File: src/rtl/relay_alu_pkg.sv
// Shared types and constants for the relay-computer ALU result stage.
// Function codes follow the front-panel encoding used by the gate array.
package relay_alu_pkg;

  typedef enum logic [2:0] {
    FUNC_ADD = 3'b000,
    FUNC_INC = 3'b001,
    FUNC_AND = 3'b010,
    FUNC_OR  = 3'b011,
    FUNC_XOR = 3'b100,
    FUNC_NOT = 3'b101,
    FUNC_SHL = 3'b110,
    FUNC_CLR = 3'b111
  } alu_func_e;

  typedef enum logic [1:0] {
    ST_IDLE   = 2'd0,
    ST_SETTLE = 2'd1,
    ST_WRITE  = 2'd2
  } alu_state_e;

  localparam logic DEST_A = 1'b0;
  localparam logic DEST_D = 1'b1;

  // Wide enough for the largest legal settle delay (15).
  localparam int CNT_W = 4;

endpackage

File: src/rtl/alu_result_stage_if.sv
// Request/operand/result bundle between the gate array, sequencer and the
// ALU result stage.
interface alu_result_stage_if #(
  parameter int WIDTH = 8
);
  import relay_alu_pkg::*;

  logic             req;
  alu_func_e        func;
  logic             dest;
  logic [WIDTH-1:0] b;
  logic [WIDTH-1:0] c;
  logic [WIDTH-1:0] and_in;
  logic [WIDTH-1:0] or_in;
  logic [WIDTH-1:0] xor_in;
  logic [WIDTH-1:0] not_in;
  logic             busy;
  logic             done;
  logic [WIDTH-1:0] a_reg;
  logic [WIDTH-1:0] d_reg;
  logic             flag_zero;
  logic             flag_carry;
  logic             flag_sign;

  modport master (
    output req, func, dest, b, c, and_in, or_in, xor_in, not_in,
    input  busy, done, a_reg, d_reg, flag_zero, flag_carry, flag_sign
  );

  modport slave (
    input  req, func, dest, b, c, and_in, or_in, xor_in, not_in,
    output busy, done, a_reg, d_reg, flag_zero, flag_carry, flag_sign
  );

endinterface

File: src/rtl/alu_result_mux.sv
// Combinational result/carry selection from the captured operands.
// Adder, incrementer and shifter are formed here; logic ops pass through.
module alu_result_mux
  import relay_alu_pkg::*;
#(
  parameter int WIDTH = 8
) (
  input  alu_func_e        func,
  input  logic [WIDTH-1:0] b,
  input  logic [WIDTH-1:0] c,
  input  logic [WIDTH-1:0] and_in,
  input  logic [WIDTH-1:0] or_in,
  input  logic [WIDTH-1:0] xor_in,
  input  logic [WIDTH-1:0] not_in,
  output logic [WIDTH-1:0] result,
  output logic             carry
);

  logic [WIDTH:0] sum_add;
  logic [WIDTH:0] sum_inc;

  assign sum_add = {1'b0, b} + {1'b0, c};
  assign sum_inc = {1'b0, b} + (WIDTH+1)'(1);

  always_comb begin
    result = '0;
    carry  = 1'b0;
    case (func)
      FUNC_ADD: begin
        result = sum_add[WIDTH-1:0];
        carry  = sum_add[WIDTH];
      end
      FUNC_INC: begin
        result = sum_inc[WIDTH-1:0];
        carry  = sum_inc[WIDTH];
      end
      FUNC_AND: result = and_in;
      FUNC_OR:  result = or_in;
      FUNC_XOR: result = xor_in;
      FUNC_NOT: result = not_in;
      FUNC_SHL: begin
        result = {b[WIDTH-2:0], 1'b0};
        carry  = b[WIDTH-1];
      end
      FUNC_CLR: result = '0;
      default:  result = '0;
    endcase
  end

endmodule

File: src/rtl/alu_result_stage.sv
// Relay ALU result stage: latches operands on request, waits out the relay
// settle time, then writes the selected result into A or D with flags.
module alu_result_stage
  import relay_alu_pkg::*;
#(
  parameter int WIDTH         = 8,
  parameter int SETTLE_CYCLES = 4
) (
  input  logic                clk,
  input  logic                reset,
  alu_result_stage_if.slave   bus
);

  localparam logic [CNT_W-1:0] CNT_LOAD = CNT_W'(SETTLE_CYCLES - 1);

  alu_state_e       state_q, state_d;
  logic [CNT_W-1:0] cnt_q, cnt_d;
  logic             busy_q, busy_d;
  logic             done_q, done_d;
  logic [WIDTH-1:0] areg_q, areg_d;
  logic [WIDTH-1:0] dreg_q, dreg_d;
  logic             zero_q, zero_d;
  logic             carry_q, carry_d;
  logic             sign_q, sign_d;

  alu_func_e        func_q, func_d;
  logic             dest_q, dest_d;
  logic [WIDTH-1:0] b_q, b_d;
  logic [WIDTH-1:0] c_q, c_d;
  logic [WIDTH-1:0] and_q, and_d;
  logic [WIDTH-1:0] or_q, or_d;
  logic [WIDTH-1:0] xor_q, xor_d;
  logic [WIDTH-1:0] not_q, not_d;

  logic [WIDTH-1:0] result;
  logic             carry;

  alu_result_mux #(.WIDTH(WIDTH)) u_mux (
    .func   (func_q),
    .b      (b_q),
    .c      (c_q),
    .and_in (and_q),
    .or_in  (or_q),
    .xor_in (xor_q),
    .not_in (not_q),
    .result (result),
    .carry  (carry)
  );

  always_comb begin
    state_d = state_q;
    cnt_d   = cnt_q;
    done_d  = 1'b0;
    areg_d  = areg_q;
    dreg_d  = dreg_q;
    zero_d  = zero_q;
    carry_d = carry_q;
    sign_d  = sign_q;
    func_d  = func_q;
    dest_d  = dest_q;
    b_d     = b_q;
    c_d     = c_q;
    and_d   = and_q;
    or_d    = or_q;
    xor_d   = xor_q;
    not_d   = not_q;

    case (state_q)
      ST_IDLE: begin
        if (bus.req) begin
          state_d = ST_SETTLE;
          cnt_d   = CNT_LOAD;
          func_d  = bus.func;
          dest_d  = bus.dest;
          b_d     = bus.b;
          c_d     = bus.c;
          and_d   = bus.and_in;
          or_d    = bus.or_in;
          xor_d   = bus.xor_in;
          not_d   = bus.not_in;
        end
      end
      ST_SETTLE: begin
        if (cnt_q == '0) state_d = ST_WRITE;
        else             cnt_d   = cnt_q - CNT_W'(1);
      end
      ST_WRITE: begin
        state_d = ST_IDLE;
        done_d  = 1'b1;
        if (dest_q == DEST_D) dreg_d = result;
        else                  areg_d = result;
        zero_d  = (result == '0);
        carry_d = carry;
        sign_d  = result[WIDTH-1];
      end
      default: state_d = ST_IDLE;
    endcase

    // Busy stays up through the cycle in which the write becomes visible.
    busy_d = (state_d != ST_IDLE) || (state_q == ST_WRITE);
  end

  always_ff @(posedge clk) begin
    if (reset) begin
      state_q <= ST_IDLE;
      cnt_q   <= '0;
      busy_q  <= 1'b0;
      done_q  <= 1'b0;
      areg_q  <= '0;
      dreg_q  <= '0;
      zero_q  <= 1'b0;
      carry_q <= 1'b0;
      sign_q  <= 1'b0;
    end else begin
      state_q <= state_d;
      cnt_q   <= cnt_d;
      busy_q  <= busy_d;
      done_q  <= done_d;
      areg_q  <= areg_d;
      dreg_q  <= dreg_d;
      zero_q  <= zero_d;
      carry_q <= carry_d;
      sign_q  <= sign_d;
    end
  end

  // Operand latches are only read after a capture, so they need no reset.
  always_ff @(posedge clk) begin
    func_q <= func_d;
    dest_q <= dest_d;
    b_q    <= b_d;
    c_q    <= c_d;
    and_q  <= and_d;
    or_q   <= or_d;
    xor_q  <= xor_d;
    not_q  <= not_d;
  end

  assign bus.busy       = busy_q;
  assign bus.done       = done_q;
  assign bus.a_reg      = areg_q;
  assign bus.d_reg      = dreg_q;
  assign bus.flag_zero  = zero_q;
  assign bus.flag_carry = carry_q;
  assign bus.flag_sign  = sign_q;

endmodule

File: src/flat_wrapper.sv
// flat-port wrapper written by rule: the top's interface ports become plain ports
module alu_result_stage_flat import relay_alu_pkg::*;
#(
  parameter int WIDTH         = 8,
  parameter int SETTLE_CYCLES = 4
)
  (clk, reset, bus_req, bus_func, bus_dest, bus_b, bus_c, bus_and_in, bus_or_in, bus_xor_in, bus_not_in, bus_busy, bus_done, bus_a_reg, bus_d_reg, bus_flag_zero, bus_flag_carry, bus_flag_sign);
  alu_result_stage_if #(.WIDTH(WIDTH)) bus_i ();
  input  logic clk;
  input  logic reset;
  input wire logic [$bits(bus_i.req)-1:0] bus_req;
  input wire logic [$bits(bus_i.func)-1:0] bus_func;
  input wire logic [$bits(bus_i.dest)-1:0] bus_dest;
  input wire logic [$bits(bus_i.b)-1:0] bus_b;
  input wire logic [$bits(bus_i.c)-1:0] bus_c;
  input wire logic [$bits(bus_i.and_in)-1:0] bus_and_in;
  input wire logic [$bits(bus_i.or_in)-1:0] bus_or_in;
  input wire logic [$bits(bus_i.xor_in)-1:0] bus_xor_in;
  input wire logic [$bits(bus_i.not_in)-1:0] bus_not_in;
  output wire logic [$bits(bus_i.busy)-1:0] bus_busy;
  output wire logic [$bits(bus_i.done)-1:0] bus_done;
  output wire logic [$bits(bus_i.a_reg)-1:0] bus_a_reg;
  output wire logic [$bits(bus_i.d_reg)-1:0] bus_d_reg;
  output wire logic [$bits(bus_i.flag_zero)-1:0] bus_flag_zero;
  output wire logic [$bits(bus_i.flag_carry)-1:0] bus_flag_carry;
  output wire logic [$bits(bus_i.flag_sign)-1:0] bus_flag_sign;
  assign bus_i.req = bus_req;
  assign bus_i.func = bus_func;
  assign bus_i.dest = bus_dest;
  assign bus_i.b = bus_b;
  assign bus_i.c = bus_c;
  assign bus_i.and_in = bus_and_in;
  assign bus_i.or_in = bus_or_in;
  assign bus_i.xor_in = bus_xor_in;
  assign bus_i.not_in = bus_not_in;
  assign bus_busy = bus_i.busy;
  assign bus_done = bus_i.done;
  assign bus_a_reg = bus_i.a_reg;
  assign bus_d_reg = bus_i.d_reg;
  assign bus_flag_zero = bus_i.flag_zero;
  assign bus_flag_carry = bus_i.flag_carry;
  assign bus_flag_sign = bus_i.flag_sign;
  alu_result_stage #(.WIDTH(WIDTH), .SETTLE_CYCLES(SETTLE_CYCLES)) u_core (.clk(clk), .reset(reset), .bus(bus_i));
endmodule
File: config.mk
export PLATFORM = sky130hd
export DESIGN_NAME = alu_result_stage_flat
export DESIGN_NICKNAME = d
export VERILOG_FILES = /design/src/rtl/relay_alu_pkg.sv /design/src/rtl/alu_result_stage_if.sv /design/src/rtl/alu_result_mux.sv /design/src/rtl/alu_result_stage.sv /design/src/flat_wrapper.sv
export SDC_FILE = /design/constraint.sdc
export NUM_CORES = 1
export LEC_CHECK = 0
export ABC_AREA = 0
export BUFFER_PORTS_ARGS = -buffer_cell sky130_fd_sc_hd__buf_2
export CORE_AREA = 10 10 94 96
export CTS_BUF_LIST = sky130_fd_sc_hd__clkbuf_4
export CTS_CLUSTER_SIZE = 28
export DETAILED_ROUTE_END_ITERATION = 16
export DIE_AREA = 0 0 104 106
export PLACE_DENSITY = 0.75
export SETUP_SLACK_MARGIN = 0.05
export SYNTH_ARGS = -nofsm -noshare
export SYNTH_HDL_FRONTEND = slang
export SYNTH_SLANG_ARGS = --single-unit
File: constraint.sdc
create_clock -name clk -period 8.1 [get_ports clk]
set_input_delay 0.81 -clock clk [delete_from_list [all_inputs] [get_ports clk]]
set_output_delay 0.81 -clock clk [all_outputs]
set_load 0.02 [all_outputs]
# After elaboration in Yosys (flattened, before gate mapping)
# Cells that the tools add are included.
totals:
  ff_bits: 79
  out_inout_bits: 21
op_classes:
  add_sub_neg: 3
  eq_ne: 11
  muxes: 9
  bitwise_logic: 1
  n_reduce_logical: 11
op_table:
  columns: ["cell", "count"]
  rows:
  - ["case mux 8 bit (8 select lines)", 1]
  - ["equality test 3 bit (second input constant)", 4]
  - ["adder 8 x 1 -> 9 bit (second input constant)", 1]
  - ["adder 8 x 8 -> 9 bit", 1]
  - ["logical NOT 8 bit", 1]
  - ["2-to-1 mux 4 bit", 2]
  - ["case mux 4 bit (2 select lines)", 1]
  - ["equality test 3 x 2 -> 1 bit (second input constant)", 2]
  - ["AND reduction 2 bit", 3]
  - ["logical NOT 4 bit", 1]
  - ["2-to-1 mux 2 bit", 2]
  - ["inequality test 2 bit (second input constant)", 2]
  - ["case mux 2 bit (2 select lines)", 1]
  - ["nonzero test 2 bit", 2]
  - ["subtractor 4 x 1 -> 4 bit (second input constant)", 1]
  - ["equality test 3 x 1 -> 1 bit (second input constant)", 1]
  - ["logical NOT 3 bit", 1]
  - ["case mux 1 bit (3 select lines)", 1]
  - ["AND reduction 3 bit", 1]
  - ["equality test 2 x 1 -> 1 bit (second input constant)", 1]
  - ["equality test 2 bit (second input constant)", 1]
  - ["logical NOT 2 bit", 1]
  - ["logical OR 1 bit", 1]
  - ["2-to-1 mux 1 bit", 1]
  - ["NOT 1 bit", 1]

# Depth between registers and ports, before layout
# Gate-level depths: netlist (run 1).
logic_depth:
  ltp_word: 5
  depth_mapped: 8
  depth_no_buf: 8

# Modules after synthesis
# From an unflattened synthesis (run 1), not the netlist that was laid out.
hier_totals:
  cells_unflattened: 299
  hier_area_um2: 3528.4
by_module_without_submodules:
  columns: ["module", "n_inst", "cells_each", "area_per_inst_um2"]
  rows:
  - ["alu_result_stage", 1, 164, 2638.8]
  - ["alu_result_mux", 1, 135, 889.6]

# Worst setup path before layout (run 1)
# Ideal clock, no wire load.
synth_path:
  path_kind: "in2reg"
  startpoint: "input port bus_req"
  endpoint: "register u_core.and_q[0], enable pin"
  arrival_ns: 4.854
  t_required_ns: 7.551
  slack_ns: 2.697
  cell_stages: 1
  path_cell_list: "nor3b_1"
synth_between:
  elab_chain_cells: 1
synth_lines:
  columns: ["element", "line_no", "rtl"]
  rows:
  - ["start: declaration", "flat_wrapper.sv:11", "input wire logic [$bits(bus_i.req)-1:0] bus_req;"]
  - ["AND reduction 2 bit (no source line)", null, null]
  - ["end signal: assignment", "alu_result_stage.sv:133", "and_q <= and_d;"]
  - ["end: declaration", "alu_result_stage.sv:30", "logic [WIDTH-1:0] and_q, and_d;"]
# Every way passes these cells.
# A chain may end at the register's enable or synchronous reset.

# Worst setup path in the final report (run 1)
layout_path:
  startpoint: "register u_core.b_q[0]"
  endpoint: "register u_core.zero_q (netlist: u_core.bus.flag_zero)"
layout_between:
  elab_chain_cells: 3
  elab_cells_between_ends: 4
  cone_classes: "2 x add/sub; 1 x mux; 1 x reduce/logical"
layout_lines:
  columns: ["element", "line_no", "rtl"]
  rows:
  - ["start: declaration", "alu_result_stage.sv:28", "logic [WIDTH-1:0] b_q, b_d;"]
  - ["start signal: assignment", "alu_result_stage.sv:131", "b_q <= b_d;"]
  - ["adder 8 x 1 -> 9 bit / adder 8 x 8 -> 9 bit (equally long branches)", "alu_result_mux.sv:23, alu_result_mux.sv:22", null]
  - ["case mux 8 bit (8 select lines) *", "alu_result_mux.sv:28", "case (func)"]
  - ["logical NOT 8 bit *", "alu_result_stage.sv:92", "zero_d = (result == '0);"]
  - ["end signal: assignment", "alu_result_stage.sv:121", "zero_q <= zero_d;"]
  - ["end: declaration", "alu_result_stage.sv:22", "logic zero_q, zero_d;"]
# Every way passes the cells marked *; elsewhere a longest branch is shown, timed or not.

==> metrics.txt, run 1 <==
Slew @ Worst Pin 793.6 ps; worst vdd ir 0.1585 mV; Skew-Pair Late Insertion Delay 430 ps; grt ovf 0; Post-CTS Resized 0; Via density 5.384; CTS sink cnt 79; top-count cell post-synth edfxtp_1; setup bufs post-CTS 0; DRC 0; drt first-iter violations 159; CTS Buf Count 9; Ys Warns 0; Vias 2563; Detailed Routing Iterations Pass 1 4; Final Wtd Congestion 0.8575; #FFs+latches synth 79; Die Y-Extent 106 µm; Ports 76; Placed Area 4041 µm²; max-slew violation count 0; Max-cap violations 0; clock tree from TritonCTS built; CTS max path bufs 2; global router's overall resource usage 14.52%; first-pass GRT wire length 13.13 mm; Initial Utilization 51.01%; # nets final 439; Ant. Diodes 0; RSZ-0062 raised after global routing false; Wirelength per Cell 16.38 µm; num rows 31; area delta synth->final 15.39%; Synth Instances 298; Total Routed Length 7.798 mm; synth top area cells edfxtp_1 (43%), dfxtp_1 (15%), ha_1 (3.8%); Async SR Flop Fraction 0%; initial antenna violation count 0; die width 104 µm; post-DP HPWL 5.801 mm; clk root buf clkbuf_4; Synth Flop Type edfxtp_1; fin crit period 2669 ps; Syn Area/Cell 12.08 µm²; Setup crit start kind flip-flop; status completed; clk slew on worst S/H paths 110 ps; share of layout cells above drive strength 1 27.85%; post-route ant nets 0; clk_skew 13.39 ps; Finished Cell Area 4155 µm²; final hold vios 0; # hold bufs at CTS 0; largest net degree at the start of global routing 58; H-tree Lvls 3; area leader, netlist edfxtp_1; post-synthesis cell type count 50; Setup Crit Path Kind reg -> reg; EDFF count, synth 52; Pleak 0.001629 µW; Seq/Total Area, Yosys 58.37%; Core ar. 7059 µm²; final setup fails 0; Die ar. 11020 µm²; final period utilization 32.95%; Min-Delay Path Class reg -> reg; syn nets 365; Power Dens Cells 196.1 nW/µm²; Commonest cells post-synth edfxtp_1 (52), dfxtp_1 (27), nor2_1 (25); Fmax 374.7 MHz; number of global-route vias before repair 2677; port bufs 75; Worst EP required 8460 ps; setup TNS 0 ps; Max Fanout on Critical Path 7; Slew headroom 46.90%; top-area cell type share of the netlist area 43.36%; WP data arrival 3030 ps; crit path capture type flip-flop; synthesized area 3601 µm²
worst max-delay path, cell delays in order (launching register included):
cell and delay (ps):
edfxtp_1 510, ha_1 270, fa_1 430, xor2_1 190
mux4_2 470, o2bb2ai_1 280, o2111a_1 230, nand4b_1 90
a21oi_1 150
cells by family after synthesis:
logic type | after synthesis | share of synthesized area (%)
compound gates | 74 | 14.87
xor+xnor | 7 | 1.703
fa+ha+maj | 12 | 4.378
buf+inv | 21 | 2.815
flops | 79 | 58.37
mux | 13 | 4.795
simple gates | 92 | 13.06
path summary, 6_finish.rpt:
path,start,end,slack [ps],depth (start not counted)
setup / recovery,u_core.b_q[0],u_core.bus.flag_zero,5430,8
hold / removal,u_core.bus.d_reg[7],u_core.bus.d_reg[7],460,2
setup reg to reg,u_core.b_q[0],u_core.bus.flag_zero,5430,8
hold reg to reg,u_core.bus.d_reg[7],u_core.bus.d_reg[7],460,2
cell usage in the layout, fill, tap and decap left out, types with 2 or more instances in the layout:
cell type and n:
buf_2 75, edfxtp_1 52, dfxtp_1 27, nor2_1 25, nand2_1 20, a21oi_1 17, a211oi_1 15, clkbuf_4 12
nor3_1 11, ha_1 11, o21ai_0 9, inv_1 8, xor2_1 7, nor2b_1 7, nand2b_1 6, mux2i_1 6
nand3_1 6, a21o_1 5, mux2_2 4, o211ai_1 3, mux4_2 3, and2_1 3, a32oi_1 3, or3_1 3
o21a_1 3, o211a_1 3, a22o_1 2, a211oi_2 2, a221o_1 2, a22oi_1 2, o221ai_1 2
where the power goes:
group | switching, µW | leakage [µW] | total (µW) | internal [µW]
logic | 73.9 | 0.000839 | 130 | 56.1
registers | 21.0 | 0.000717 | 482 | 461
clock network | 129 | 0.0000719 | 203 | 73.2
final cells by class:
type                       instances  area [µm²]
multi-input combinational        198        1403
inverter                           8       30.03
timing repair buffer              76       382.9
clock inverter                     4       23.77
sequential                        79        2102
clock buffer                      12       90.09
fill                             616        2904
tap                               99       123.9
metrics by stage:
stage / utilization (%) / hold slack, ps / power (µW) / cells / setup slack (ps)
global placement: 57.25 / 442.5 / 617.8 / 460 / 5613
global route: 58.86 / 495.7 / 861.2 / 476 / 5279
floorplan: - / 467.6 / 582.3 / 298 / 2697
finish: 58.86 / 462.4 / 814.8 / 476 / 5431
detailed placement: 57.25 / 446.2 / 621.4 / 460 / 5480
CTS: 58.86 / 462.6 / 822.9 / 476 / 5446
metal layers:
| metal | up-vias | part of all wire [%] | global-route usage [%] |
|---|---|---|---|
| met2 | 87 | 47 | 23.46 |
| met5 | - | 0 | 0 |
| li1 | 1283 | - | - |
| met3 | 13 | 6.8 | 4.952 |
| met4 | 0 | 1.7 | 4.871 |
| met1 | 1180 | 44 | 17.87 |
No activity file was read; power rests on OpenSTA's default activity.
==> inputs of run 2 (changes only) <==
==> constraint.sdc (replaced) <==
create_clock -name clk -period 2.7 [get_ports clk]
set_input_delay 0.27 -clock clk [delete_from_list [all_inputs] [get_ports clk]]
set_output_delay 0.27 -clock clk [all_outputs]
set_load 0.02 [all_outputs]
==> metrics.txt, run 2 (same netlist as run 1, synthesis figures left out) <==
status completed; CTS sink cnt 79; largest net degree at the start of global routing 58; Slew headroom 53.44%; clk root buf clkbuf_4; max-slew violation count 0; final hold vios 0; most used routing layer met2; clk_skew 19.33 ps; first-pass GRT wire length 14.03 mm; Power Dens Cells 558.9 nW/µm²; commonest non-fill, non-tap cells in the layout buf_2 (75), edfxtp_1 (52), dlygate4sd3_1 (27), dfxtp_1 (27), nor2_1 (25); post-DP HPWL 6.061 mm; GR Util met2 26.13%; Wirelength per Cell 16.85 µm; RSZ-0062 raised after global routing false; number of global-route vias before repair 2885; Total Routed Length 8.542 mm; initial antenna violation count 0; Max-cap violations 0; die width 104 µm; Detailed Routing Iterations Pass 1 4; CP max stage cell mux4_2; drt first-iter violations 111; crit-path max cell delay 500 ps; clk slew on worst S/H paths 120 ps; Max Fanout on Critical Path 3; crit path capture type flip-flop; flop-to-flop setup slack 250 ps; Pleak 0.001764 µW; num rows 31; share of layout cells above drive strength 1 27.70%; Setup Crit Path Kind reg -> reg; M1 GR Usage 18.42%; Core ar. 7059 µm²; Via density 5.367; Vias 2721; post-route ant nets 0; most common cell after layout, fill and taps aside buf_2; final setup fails 0; final period utilization 90.62%; H-tree Lvls 3; final hold slack 20.72 ps; setup bufs post-CTS 0; met3 Use GR 4.529%; CTS max path bufs 2; CP delay by family, top adder cells; Ports 76; area delta synth->final 24.74%; Skew-Pair Late Insertion Delay 430 ps; global router's overall resource usage 15.54%; setup TNS 0 ps; Fmax 408.7 MHz; Initial Utilization 51.01%; fin crit period 2447 ps; WP buf/inv 0; CP cell instances ha_2 > fa_1 > xor2_1 > mux4_2 > o2bb2ai_2 > o2111a_1 > nand4b_1 > a21oi_1; port bufs 75; # nets final 470; worst vdd ir 0.3561 mV; Min-Delay Path Class in -> reg; final core utilization 63.63%; DRC 0; Die ar. 11020 µm²; Die Y-Extent 106 µm; Setup crit start kind flip-flop; clock tree from TritonCTS built; Ant. Diodes 0; WP data arrival 2800 ps; grt ovf 0; Slew @ Worst Pin 698.5 ps; Final Wtd Congestion 0.8397; Worst EP required 3050 ps; CTS Buf Count 9
run 2: cell count changes in the layout (fill, tap and decap cells not counted), sizes merged:
cell and delta:
clkbuf -1, dlygate4sd3 +27, buf +4, clkinv +1
run 2: through the flow:
step / cell area, µm² / setup slack, ps / std cells / total power [µW]
2_1_floorplan: 3612 / 306.6 / 298 / 1743
3_3_place_gp: 4078 / 306.9 / 464 / 1861
3_5_place_dp: 4078 / 217.8 / 464 / 1876
4_1_cts: 4414 / 176.3 / 502 / 2504
5_1_grt: 4492 / 90.86 / 507 / 2642
6_report: 4492 / 253.4 / 507 / 2510
run 2: timing repair:
item                                   in CTS  in global routing
setup endpoints to repair                   0                  3
endpoints found under the hold margin      22                  5
gates resized for setup                     0                  5
hold buffers                               22                  5
run 2: final timing paths:
path                                           from                    to  cells after the start
worst min-delay path                  bus_and_in[7]       u_core.and_q[7]                      1
worst max-delay path                  u_core.b_q[0]  u_core.bus.flag_zero                      8
worst max register to register        u_core.b_q[0]  u_core.bus.flag_zero                      8
worst min register to register  u_core.bus.d_reg[7]   u_core.bus.d_reg[7]                      2
run 2: cell type report:
type	instances	area, µm²
Clock buffer	11	82.58
Tap cell	99	123.9
Timing Repair Buffer	107	683.2
Sequential cell	79	2102
Inverter	8	30.03
Clock inverter	5	33.78
Fill cell	601	2567
Multi-Input combinational cell	198	1436
run 2: metal layers:
metal | vias to the layer above | part of all wire (%)
li1 | 1344 | -
met1 | 1269 | 43
met2 | 92 | 49
met3 | 16 | 6.1
met4 | 0 | 2.0
met5 | - | 0
run 2: where the power goes:
group,leakage [µW],internal (µW),total [µW],switching [µW]
Clock,0.0000715,213,618,405
Sequential,0.000717,1380,1440,60.7
Combinational,0.000975,203,447,244
Total,0.00176,1800,2510,710
==> inputs of run 3 (changes only) <==
--- a/config.mk
+++ b/config.mk
@@ -7,13 +7,14 @@
 export LEC_CHECK = 0
 export ABC_AREA = 0
 export BUFFER_PORTS_ARGS = -buffer_cell sky130_fd_sc_hd__buf_2
-export CORE_AREA = 10 10 94 96
+export CORE_AREA = 10 10 93 95
 export CTS_BUF_LIST = sky130_fd_sc_hd__clkbuf_4
 export CTS_CLUSTER_SIZE = 28
 export DETAILED_ROUTE_END_ITERATION = 16
-export DIE_AREA = 0 0 104 106
-export PLACE_DENSITY = 0.75
+export DIE_AREA = 0 0 103 105
+export PLACE_DENSITY = 0.76
 export SETUP_SLACK_MARGIN = 0.05
 export SYNTH_ARGS = -nofsm -noshare
 export SYNTH_HDL_FRONTEND = slang
+export SYNTH_HIERARCHICAL = 1
 export SYNTH_SLANG_ARGS = --single-unit
==> metrics.txt, run 3 <==
clk_skew 18.94 ps; setup TNS 0 ps; Total Routed Length 8.248 mm; EDFF count, synth 52; Detailed Routing Iterations Pass 1 4; post-synthesis cell type count 51; RSZ-0062 raised after global routing false; num rows 30; max-slew violation count 0; P_int 1976 µW; initial antenna violation count 0; status completed; synthesized area 3528 µm²; Seq pwr share 53.8%; Max Fanout on Critical Path 4; final hold vios 0; largest net degree at the start of global routing 55; H-tree Lvls 3; WP data arrival 2770 ps; clk root buf clkbuf_4; CTS Buf Count 9; syn nets 365; worst vdd ir 0.3441 mV; DRC 0; global router's overall resource usage 15.29%; #FFs+latches synth 79; # fillers 523; Wirelength per Cell 16.83 µm; Initial Utilization 52.22%; Hold Crit Depth 1; fin crit period 2492 ps; reg2reg end u_core/bus.flag_zero; Switching Fraction 26.70%; flop-to-flop setup slack 210 ps; area leader, netlist edfxtp_1; area delta synth->final 25.67%; Skew-Pair Late Insertion Delay 420 ps; met3 wire len 657 µm; final hold slack 23.66 ps; Max Used Layer met4; crit path capture type flip-flop; Commonest cells post-synth edfxtp_1 (52), dfxtp_1 (27), a21oi_1 (25), nand2_1 (25), nor2_1 (22); Switch Pwr 719.9 µW; number of global-route vias before repair 2655; post-DP HPWL 6.039 mm; setup slack after layout 207.7 ps; Via density 5.502; first-pass GRT wire length 13.22 mm; commonest non-fill, non-tap cells in the layout buf_2 (75), edfxtp_1 (52), dlygate4sd3_1 (27), dfxtp_1 (27); Slew headroom 55.39%; top-count cell post-synth edfxtp_1; met2 wire len 3.870 mm; clock share of power 29.1%; clk slew on worst S/H paths 130 ps; Min-Delay Path Class in -> reg; CTS max path bufs 2; # nets final 471; CTS sink cnt 79; Ports 76; Die Y-Extent 105 µm; clock tree from TritonCTS built; post-place setup slack 204.8 ps; Power Dens Cells 608.0 nW/µm²; most common cell after layout, fill and taps aside buf_2; final period utilization 92.31%; Max-cap violations 0; Core ar. 6756 µm²; Pleak 0.001820 µW; Slew @ Worst Pin 669.2 ps; Setup Crit Path Kind reg -> reg; Seq/Total Area, Yosys 59.57%; Syn Area/Cell 11.80 µm²; Worst EP required 2980 ps; Synth Flop Type edfxtp_1; M1 WL 3.541 mm; Vias 2696; Hold Crit Start bus_not_in[0]; FF-to-FF Start u_core/b_q[0]; synth top area cells edfxtp_1 (44%), dfxtp_1 (15%), mux2i_1 (5.1%); Setup crit start kind flip-flop; R2R depth 10; Fmax 401.2 MHz; Post-CTS Resized 0; sink of the worst hold path u_core/not_q[0]; Ys Warns 6; share of layout cells above drive strength 1 25.12%; post-route ant nets 0; Pwr Total 2696 µW; die width 103 µm; top-area cell type share of the netlist area 44.26%; Final Wtd Congestion 0.9087; port bufs 75; grt ovf 0; drt first-iter violations 267; Die ar. 10820 µm²; combinational share of power 17.1%; Ant. Diodes 0; Async SR Flop Fraction 0%; Synth Instances 299; final setup fails 0
-- run 3: changes by cell type after synthesis, sizes merged, moves of 7 or more --
| cell | previous run | this run |
|---|---|---|
| a211oi | 17 | 3 |
| a21oi | 17 | 25 |
| mux2i | 6 | 18 |
| nor3 | 11 | 4 |
| o21ai | 9 | 23 |
-- run 3: cell type report --
class                           count  area, µm²  area share (%)
Sequential cell                    79       2102           47.40
Multi-Input combinational cell    202       1355           30.56
Timing Repair Buffer              109      698.2           15.74
Tap cell                           80      100.1           2.257
Clock inverter                      7      96.34           2.173
Clock buffer                        9      67.56           1.524
Inverter                            4      15.01          0.3386
-- run 3: routing by layer --
metal / track usage, % / up-vias
met5: 0 / -
met4: 7.058 / 0
met3: 4.348 / 15
met2: 22.45 / 108
met1: 20.19 / 1237
li1: - / 1336
-- run 3: power groups by stage --
stage | combinational [µW] | sequential, µW | clock, µW
5_1_grt | 509 | 1460 | 856
3_5_place_dp | 418 | 1480 | 0
4_1_cts | 444 | 1450 | 801
3_3_place_gp | 416 | 1480 | 0
2_1_floorplan | 299 | 1460 | 0
6_report | 461 | 1450 | 785
-- run 3: cells by family after synthesis --
logic type | after synthesis | share of synthesized area (%)
compound gates | 76 | 13.30
xor+xnor | 11 | 2.731
fa+ha+maj | 11 | 4.113
buf+inv | 18 | 2.340
flops | 79 | 59.57
mux | 18 | 5.106
simple gates | 86 | 12.84
-- run 3: stage by stage --
stage / util [%] / instances / area, µm²
floorplan: - / 299 / 3540
global route: 65.63 / 490 / 4434
finish: 65.63 / 490 / 4434
global placement: 58.87 / 444 / 3978
detailed placement: 58.87 / 444 / 3978
CTS: 64.56 / 482 / 4362
-- run 3: worst max path at each step --
stage / endpoint / startpoint / slack [ps] / cells after the start
after detailed placement: u_core/bus.flag_zero / u_core/b_q[0] / 200 / 10
after global placement: u_core/bus.flag_zero / u_core/b_q[0] / 240 / 10
after CTS: u_core/bus.flag_zero / u_core/b_q[1] / 160 / 9
after global routing: u_core/bus.flag_zero / u_core/func_q[1] / 60 / 8
final: u_core/bus.flag_zero / u_core/b_q[0] / 210 / 10
after floorplan: u_core/bus.flag_zero / u_core/b_q[0] / 380 / 10
-- run 3: critical path, stage by stage (launching register included) --
cell and delay [ps]:
edfxtp_1 460, ha_1 270, fa_1 410, a21o_1 190
nand2_1 60, a21oi_1 90, or4b_1 510, nand3_1 150
nor4_1 70, nand3b_1 90, a21oi_1 70
-- run 3: repair_timing --
action                                  CTS  global route
endpoints found under the setup margin    0             1
setup buffers                             0             3
endpoints found under the hold margin    22             5
hold buffers                             22             5
